**config.mk**
```make
export PLATFORM = sky130hd
export DESIGN_NAME = fetch_redirect_ctrl
export DESIGN_NICKNAME = d
export VERILOG_FILES = /design/src/rtl/fetch_redirect_ctrl.sv
export SDC_FILE = /design/constraint.sdc
export NUM_CORES = 1
export LEC_CHECK = 0
export BUFFER_PORTS_ARGS = -buffer_cell sky130_fd_sc_hd__buf_2
export CORE_AREA = 8 8 124 126
export DETAILED_ROUTE_END_ITERATION = 6
export DIE_AREA = 0 0 132 134
export HOLD_SLACK_MARGIN = 0.05
export PLACE_DENSITY_LB_ADDON = 0.3
export SYNTH_ARGS = -nofsm -noshare
export SYNTH_HDL_FRONTEND = slang
export SYNTH_SLANG_ARGS = --single-unit
```
**constraint.sdc**
```tcl
create_clock -name clk -period 6 [get_ports clk]
set_clock_uncertainty 0.15 [all_clocks]
set_input_delay 0.9 -clock clk [delete_from_list [all_inputs] [get_ports clk]]
set_output_delay 0.9 -clock clk [all_outputs]
set_load 0.03 [all_outputs]
```
**src/rtl/fetch_redirect_ctrl.sv**
```systemverilog
// Next-fetch-address sequencer: arbitrates trap/branch/jump redirects against +4 fetch,
// defers a redirect that arrives under a stall, and drives the PC stall and IF/ID flush.
module fetch_redirect_ctrl #(
    parameter int          INST_MEMORY_SIZE = 16384,
    parameter int          ADDR_WIDTH       = $clog2(INST_MEMORY_SIZE),
    parameter logic [63:0] RESET_VECTOR     = 64'h0,
    parameter int          BOOT_CYCLES      = 2
) (
    input  logic        clk,
    input  logic        reset,
    input  logic        stall_in,
    input  logic [63:0] cur_pc,
    input  logic        br_taken,
    input  logic [63:0] br_target,
    input  logic        jump_valid,
    input  logic [63:0] jump_target,
    input  logic        trap_valid,
    input  logic [63:0] trap_target,
    output logic [63:0] next_pc,
    output logic        pc_stall,
    output logic        flush_if_id,
    output logic        misaligned,
    output logic [1:0]  state
);

    typedef enum logic [1:0] {
        BOOT    = 2'd0,
        RUN     = 2'd1,
        HOLD    = 2'd2,
        ILLEGAL = 2'd3
    } state_t;

    localparam int CNT_W = (BOOT_CYCLES > 1) ? $clog2(BOOT_CYCLES) : 1;
    localparam logic [CNT_W-1:0] BOOT_LAST = CNT_W'(BOOT_CYCLES - 1);

    state_t                  state_q, state_d;
    logic [CNT_W-1:0]        boot_cnt_q, boot_cnt_d;
    logic                    pend_trap_q, pend_trap_d;
    logic [ADDR_WIDTH-1:0]   pend_tgt_q, pend_tgt_d;

    logic                    redirect;
    logic [ADDR_WIDTH-1:0]   live_tgt;
    logic [ADDR_WIDTH-1:0]   rel_tgt;
    logic [ADDR_WIDTH-1:0]   seq_pc;
    logic                    unused_bits;

    // Drops bits above the memory size (wrap) and forces word alignment.
    function automatic logic [63:0] align_pc(input logic [ADDR_WIDTH-1:0] a);
        logic [63:0] r;
        r = '0;
        r[ADDR_WIDTH-1:2] = a[ADDR_WIDTH-1:2];
        return r;
    endfunction

    assign redirect = trap_valid | br_taken | jump_valid;
    assign live_tgt = trap_valid ? trap_target[ADDR_WIDTH-1:0] :
                      br_taken   ? br_target[ADDR_WIDTH-1:0]   :
                                   jump_target[ADDR_WIDTH-1:0];
    // On release only a live trap can beat the deferred entry.
    assign rel_tgt  = trap_valid ? trap_target[ADDR_WIDTH-1:0] : pend_tgt_q;
    assign seq_pc   = cur_pc[ADDR_WIDTH-1:0] + ADDR_WIDTH'(4);
    assign state    = state_q;

    assign unused_bits = ^{cur_pc[63:ADDR_WIDTH], br_target[63:ADDR_WIDTH],
                           jump_target[63:ADDR_WIDTH], trap_target[63:ADDR_WIDTH]};

    always_comb begin
        state_d     = state_q;
        boot_cnt_d  = boot_cnt_q;
        pend_trap_d = pend_trap_q;
        pend_tgt_d  = pend_tgt_q;
        next_pc     = align_pc(cur_pc[ADDR_WIDTH-1:0]);
        pc_stall    = 1'b1;
        flush_if_id = 1'b0;
        misaligned  = 1'b0;
        case (state_q)
            BOOT: begin
                next_pc     = align_pc(RESET_VECTOR[ADDR_WIDTH-1:0]);
                flush_if_id = 1'b1;
                boot_cnt_d  = boot_cnt_q + 1'b1;
                if (boot_cnt_q == BOOT_LAST) begin
                    state_d    = RUN;
                    boot_cnt_d = '0;
                end
            end
            RUN: begin
                if (!stall_in) begin
                    pc_stall = 1'b0;
                    if (redirect) begin
                        next_pc     = align_pc(live_tgt);
                        flush_if_id = 1'b1;
                        misaligned  = |live_tgt[1:0];
                    end else begin
                        next_pc = align_pc(seq_pc);
                    end
                end else if (redirect) begin
                    pend_tgt_d  = live_tgt;
                    pend_trap_d = trap_valid;
                    state_d     = HOLD;
                end
            end
            HOLD: begin
                if (stall_in) begin
                    // A pending trap is only displaced by another trap.
                    if (trap_valid || (redirect && !pend_trap_q)) begin
                        pend_tgt_d  = live_tgt;
                        pend_trap_d = trap_valid;
                    end
                end else begin
                    pc_stall    = 1'b0;
                    flush_if_id = 1'b1;
                    next_pc     = align_pc(rel_tgt);
                    misaligned  = |rel_tgt[1:0];
                    pend_trap_d = 1'b0;
                    state_d     = RUN;
                end
            end
            default: begin
                state_d = RUN;
            end
        endcase
    end

    always_ff @(posedge clk) begin
        if (reset) begin
            state_q     <= BOOT;
            boot_cnt_q  <= '0;
            pend_trap_q <= 1'b0;
        end else begin
            state_q     <= state_d;
            boot_cnt_q  <= boot_cnt_d;
            pend_trap_q <= pend_trap_d;
        end
    end

    always_ff @(posedge clk) begin
        pend_tgt_q <= pend_tgt_d;
    end

endmodule

```
==> results of run 1 <==
-- metrics by stage --
stage                     cell area (um^2)  power (uW)  setup slack [ps]
after floorplan                       2380         527              2250
after global placement                2530         635              1830
after detailed placement              2530         640              1830
after CTS                             2610         786              1830
after global routing                  2610         831              1680
final                                 2610         776              1880
-- power breakdown --
part	internal (uW)	switching, uW	total, uW	leakage, uW
clock network	90.6	52.2	143	0.0000382
registers	169	13.4	183	0.000162
logic	134	316	451	0.000966
-- critical path, delay by kind of cell --
family	cells	cell delay, ps
AO/OA/AOI/OAI	2	630
buffers and inverters	2	810
AND/OR/NAND/NOR	1	720
-- flip-flops by register name, indices dropped and copies added, names as in the netlist --
signal and flops:
pend_tgt_q 14, pend_trap_q 1, state 2, boot_cnt_q 1
-- kinds of logic (layout without fill, tap and decap cells) --
logic type               Yosys count  after routing  share of synthesized area [%]
adder cells (fa/ha/maj)            5              5                           2.86
buffers and inverters             84             96                           24.0
multiplexers                      18             18                           8.24
XOR/XNOR                           3              3                           1.20
flip-flops                        18             18                           22.9
AND/OR/NAND/NOR                   73             73                           17.2
other                              1             52                          0.171
AO/OA/AOI/OAI                     79             79                           23.5
-- worst max path at each step --
stage,endpoint,start,slack [ps]
after floorplan,next_pc[7],trap_valid,2250
after global placement,next_pc[8],trap_valid,1830
after detailed placement,next_pc[8],trap_valid,1830
after CTS,next_pc[8],trap_valid,1830
after global routing,next_pc[8],trap_valid,1680
final,next_pc[8],trap_valid,1880
-- synthesized netlist by cell type, types with 3 or more instances --
| cell | count | area share (%) |
|---|---|---|
| buf_2 | 5 | 1.1 |
| nand2_1 | 24 | 4.1 |
| nor3b_1 | 3 | 1.0 |
| o31ai_1 | 4 | 1.4 |
| clkbuf_1 | 11 | 1.9 |
| o21ai_1 | 3 | 0.69 |
| nor4_1 | 3 | 0.86 |
| xnor2_1 | 3 | 1.2 |
| ha_1 | 5 | 2.9 |
| a211oi_1 | 3 | 1.0 |
| a22oi_1 | 5 | 1.7 |
| nand2b_1 | 6 | 1.7 |
| nand3_1 | 3 | 0.69 |
| buf_4 | 52 | 18 |
| inv_1 | 15 | 2.6 |
| dfxtp_1 | 4 | 3.7 |
| nor3_1 | 4 | 0.92 |
| nand4_1 | 4 | 1.1 |
| o21ai_0 | 27 | 6.2 |
| a21boi_0 | 6 | 2.1 |
| nor2_1 | 12 | 2.1 |
| o221ai_1 | 5 | 2.0 |
| edfxtp_1 | 14 | 19 |
| mux2i_1 | 18 | 8.2 |
| a21oi_1 | 9 | 2.1 |
-- area by class of cell --
cell class              count  area, um^2  share of cell area (%)
inverters                  15        56.3                    2.16
multi-input cells         230        1360                    52.1
clock buffers               4        78.8                    3.02
flip-flops and latches     18         500                    19.2
repair buffers             77         388                    14.9
well taps                 180         225                    8.63
-- cells in the final DEF, fill, tap and decap left out, types with 6 or more instances in the layout --
cell and count:
conb_1 52, a21oi_1 9, buf_2 76, inv_1 15, edfxtp_1 14, nand2b_1 6, mux2i_1 18, nand2_1 24
nor2_1 12, a21boi_0 6, o21ai_0 27
-- metal layers --
| layer | track usage, % | vias up |
|---|---|---|
| li1 | - | 1034 |
| met1 | 11.8 | 959 |
| met2 | 13.2 | 119 |
| met3 | 3.66 | 5 |
| met4 | 1.53 | 0 |
| met5 | 0 | - |
==> metrics.md, run 1 <==
| Metric | Value |
|---|---|
| Clock Sinks | 18 |
| Crit path max fanout | 42 |
| Worst-path clk slew | 50 ps |
| Post-DP HPWL | 6560 um |
| Setup TNS | 0 ps |
| Worst reg2reg path depth | 5 |
| Slowest cell on the critical path | or3_1 |
| Io pins | 331 |
| Reg-to-Reg Start | state[0] |
| I/O Buffers | 76 |
| CP Capture Type | output port |
| Worst R2R End | pend_tgt_q[0] |
| CTS root buf | clkbuf_16 |
| # DRC | 0 |
| Fin util | 19.3% |
| CTS Hold Bufs | 0 |
| Non-filler cells, final | 524 |
| Primary FF master, synth | edfxtp_1 |
| H-Tree Depth | 1 |
| CTS resizes | 0 |
| Minimum hold slack | approximately 380 ps |
| Post-Route M1 WL | 3920 um |
| Setup crit start kind | input port |
| RSZ-0062 raised after global routing | false |
| Max Freq | 243 MHz |
| TritonCTS clock tree | done |
| Tcrit/Tclk final | 68.7% |
| Core ar. | 13500 um^2 |
| Crit path cell chain | buf_2 -> or3_1 -> a32oi_1 -> o311ai_1 -> buf_2 |
| Number of antenna-violating nets in the routed design | 0 |
| Hold WC Path Type | reg2reg |
| Total gr overflow | 0 |
| Async SR Flop Fraction | 0% |
| TritonRoute pass-1 iters | 4 |
| CTS Buf Count | 3 |
| Longest Clk Path Bufs | 2 |
| Area Overhead vs Synth | 19.3% |
| Initial antenna violation count | 0 |
| Clk_lat worst skew | 250 ps |
| Global-route wire length before repair | 12500 um |
| GPL Wtd Cong | 0.792 |
| Outcome | completed |
| Initial core utilization | 16.2% |
| Least-Margin Pin Slew | 836 ps |
| Cell variety after synth | 50 |
| Hold Path Stages | 2 |
| Postcts setup bufs | 0 |
| GR Util All Layers | 8.88% |
| FF+latch count, synth | 18 |
| Die span in y | 134 um |
| CP arrival | 3070 ps |
| Max VDD drop | 0.0000946 V |
| Most used cell, CP | buf_2 |
| Mapped Cells | approximately 280 |
| Min-delay src | boot_cnt_q |
| Post-synthesis sequential area ratio | roughly 23% |
| Syn avg cell area | 7.78 um^2 |
| Pwr dens | about 300 nW/um^2 |
| Vias in the first global route | 2202 |
| WL final | just over 8000 um |
| MaxCap Viol Count | 0 |
| Die footprint | about 18000 um^2 |
| Min cycle time layout | 4120 ps |
| Leakage | 0.00117 uW |
| Final Hold Fails | 0 |
| DP Cell Count | 520 |
| Max-slew headroom | 43.8% |
| Fill cell count | between 1.5k and 2k |
| Reg-to-reg slack, setup | 3550 ps |
| Worst hold endpoint | boot_cnt_q |
| Netlist Area Pre-Place | 2190 um^2 |
| Vias | between 2k and 2.5k |
| Delay of the slowest critical-path stage | 720 ps |
| Setup violators final | 0 |
| N_diodes | 0 |
| Syn. warnings | 0 |
| Final #Nets | 612 |
| EDFF count, synth | 14 |
| Largest net degree at the start of global routing | 43 |
| Met2 wire length | 3300 um |
| Share of cells above drive strength 1 | 24.4% |
| Drt initial violations | 75 |
| Die X | 132 um |
| CP required | 4950 ps |
| Std cell rows | 43 |
| Max Slew Vio Count | 0 |
| Highest metal used | met4 |
| CP Class | in2out |
| Avg WL per Cell | 15.5 um |
| Vias/cell | 4.04 |
| WL met3 | roughly 850 um |
Power figures use the tool's default switching activity.
==> inputs of run 2 (changes only) <==
- CORE_AREA: 8 8 124 126 -> 8 8 121 123
- DIE_AREA: 0 0 132 134 -> 0 0 129 131
- clock period: 6 -> 3.95 ns (I/O delays scaled with it)
==> metrics.md, run 2 (synthesis results as in run 1) <==
| Metric | Value |
|---|---|
| Outcome | completed (unchanged) |
| Vias in the first global route | 2122 (was 2202) |
| Postcts setup bufs | 0 (unchanged) |
| Slowest cell on the critical path | or4_1 (was or3_1) |
| Largest net degree at the start of global routing | 42 (was 43) |
| CTS root buf | clkbuf_16 (unchanged) |
| Max-slew headroom | 45.8% (was 43.8%) |
| Most common cell after layout, fill and taps aside | buf_2 (unchanged) |
| Largest register FFs | 14 (unchanged) |
| # DRC | 0 (unchanged) |
| Setup crit start kind | flip-flop (was input port) |
| Max Freq | approximately 300 MHz |
| Crit path max fanout | 11 (was 42) |
| Largest Register | pend_tgt_q (unchanged) |
| TritonCTS clock tree | done (unchanged) |
| Post-DP HPWL | 6570 um (was 6560 um) |
| TritonRoute pass-1 iters | 4 (unchanged) |
| Most frequent cells in the layout | 76 x buf_2, 52 x conb_1, 27 x o21ai_0 (unchanged) |
| Crit path cell chain | ha_1 -> or3b_1 -> or4_1 -> o311ai_1 -> buf_2 (was buf_2 -> or3_1 -> a32oi_1 -> o311ai_1 -> buf_2) |
| Number of antenna-violating nets in the routed design | 0 (unchanged) |
| GPL Wtd Cong | 0.831 (was 0.792) |
| Hold WC Path Type | reg2reg (unchanged) |
| CP required | 3210 ps (was 4950 ps) |
| Min cycle time layout | 3290 ps |
| Die X | 129 um (was 132 um) |
| Area Overhead vs Synth | 20.9% (was 19.3%) |
| Max VDD drop | 0.000129 V (was 0.0000946 V) |
| Leakage | 0.00119 uW (was 0.00117 uW) |
| Core ar. | 12900 um^2 (was 13500 um^2) |
| Vias | 2120 (was 2117) |
| Share of cells above drive strength 1 | 25.6% (was 24.4%) |
| Io pins | 331 (unchanged) |
| Final #Nets | 616 (was 612) |
| I/O Buffers | 76 (unchanged) |
| GR Util All Layers | 9.05% (was 8.88%) |
| Delay of the slowest critical-path stage | 540 ps (was 720 ps) |
| Vias/cell | 4.05 (was 4.04) |
| Std cell rows | 42 (was 43) |
| CP Class | reg2out (was in2out) |
| Tcrit/Tclk final | 83.2% |
| Non-filler cells, final | 524 (unchanged) |
| Register Area | 500 um^2 (unchanged) |
| Total gr overflow | 0 (unchanged) |
| CTS Hold Bufs | 0 (unchanged) |
| H-Tree Depth | 1 (unchanged) |
| N_diodes | 0 (unchanged) |
| CTS resizes | 0 (unchanged) |
| RSZ-0062 raised after global routing | false (unchanged) |
| MaxCap Viol Count | 0 (unchanged) |
| Fill cell count | 1471 (was 1556) |
| Clock Sinks | 18 (unchanged) |
| Clk_lat worst skew | 250 ps (about the same) |
| Setup violators final | 0 (unchanged) |
| Die footprint | 16900 um^2 (was 17700 um^2) |
| Multi-input logic area | 1360 um^2 (unchanged) |
| Pwr dens | 456 nW/um^2 (was 298 nW/um^2) |
| Avg WL per Cell | 15.4 um (was 15.5 um) |
| Longest Clk Path Bufs | 2 (unchanged) |
| Setup TNS | 0 ps (unchanged) |
| Least-Margin Pin Slew | 814 ps (was 836 ps) |
| WL final | 8070 um (was 8130 um) |
| Drt initial violations | 145 (was 75) |
| Final Hold Fails | 0 (unchanged) |
| CTS Buf Count | 3 (unchanged) |
| Die span in y | 131 um (was 134 um) |
| Max Slew Vio Count | 0 (unchanged) |
| Global-route wire length before repair | 11800 um (was 12500 um) |
| Initial antenna violation count | 0 (unchanged) |
| Initial core utilization | 17.0% (was 16.2%) |
| DP Cell Count | 520 (unchanged) |
| Worst-path clk slew | 60 ps (was 50 ps) |
| CP arrival | 2550 ps (was 3070 ps) |
| CP Capture Type | output port (unchanged) |
## run 2: cell types whose count changed in the layout (fill, tap and decap cells not counted)
cell	delta
buf_4	+4
clkbuf_1	-1
clkbuf_8	+1
## run 2: routing by layer
metal / vias up / GRT usage [%] / wire length [um]
met3: 4 / 2.44 / 742
li1: 1051 / - / -
met5: - / 0 / 0
met2: 102 / 13.0 / 3120
met1: 963 / 13.4 / 4180
met4: 0 / 1.04 / 29
## run 2: where the power goes
group	switching, uW	internal, uW	leakage (uW)
clock	87.1	155	0.0000442
combinational	480	206	0.000986
sequential	21.1	257	0.000162
## run 2: path summary, 6_finish.rpt
| kind | cells after the start | startpoint | end | slack, ps |
|---|---|---|---|---|
| max | 5 | state[0] | next_pc[8] | 660 |
| min | 2 | boot_cnt_q | boot_cnt_q | 390 |
| max reg2reg | 5 | state[0] | pend_tgt_q[1] | 1500 |
| min reg2reg | 2 | boot_cnt_q | boot_cnt_q | 390 |
## run 2: layout make-up
| type | count | area share (%) |
|---|---|---|
| Clock buffer | 4 | 3.36 |
| Inverter | 15 | 2.13 |
| Multi-Input combinational cell | 230 | 51.4 |
| Sequential cell | 18 | 18.9 |
| Tap cell | 176 | 8.33 |
| Timing Repair Buffer | 81 | 15.8 |
## run 2: per-stage QoR
| step | total power [uW] | utilization, % | hold WS [ps] | worst slack (ps) | cell area [um^2] |
|---|---|---|---|---|---|
| floorplan | 801 | - | 334 | 814 | 2380 |
| global placement | 966 | 19.8 | 353 | 827 | 2550 |
| detailed placement | 972 | 19.8 | 376 | 867 | 2550 |
| CTS | 1220 | 20.5 | 391 | 683 | 2640 |
| global route | 1280 | 20.5 | 411 | 538 | 2640 |
| finish | 1210 | 20.5 | 385 | 662 | 2640 |
## run 2: critical path, delay by kind of cell, from the launching register on
| family | cells | cell delay, ps |
|---|---|---|
| adders and majority gates | 1 | 400 |
| and+or+nand+nor | 2 | 1060 |
| AOI/OAI and AO/OA | 1 | 130 |
| DFF | 1 | 400 |
| buffers and inverters | 1 | 290 |
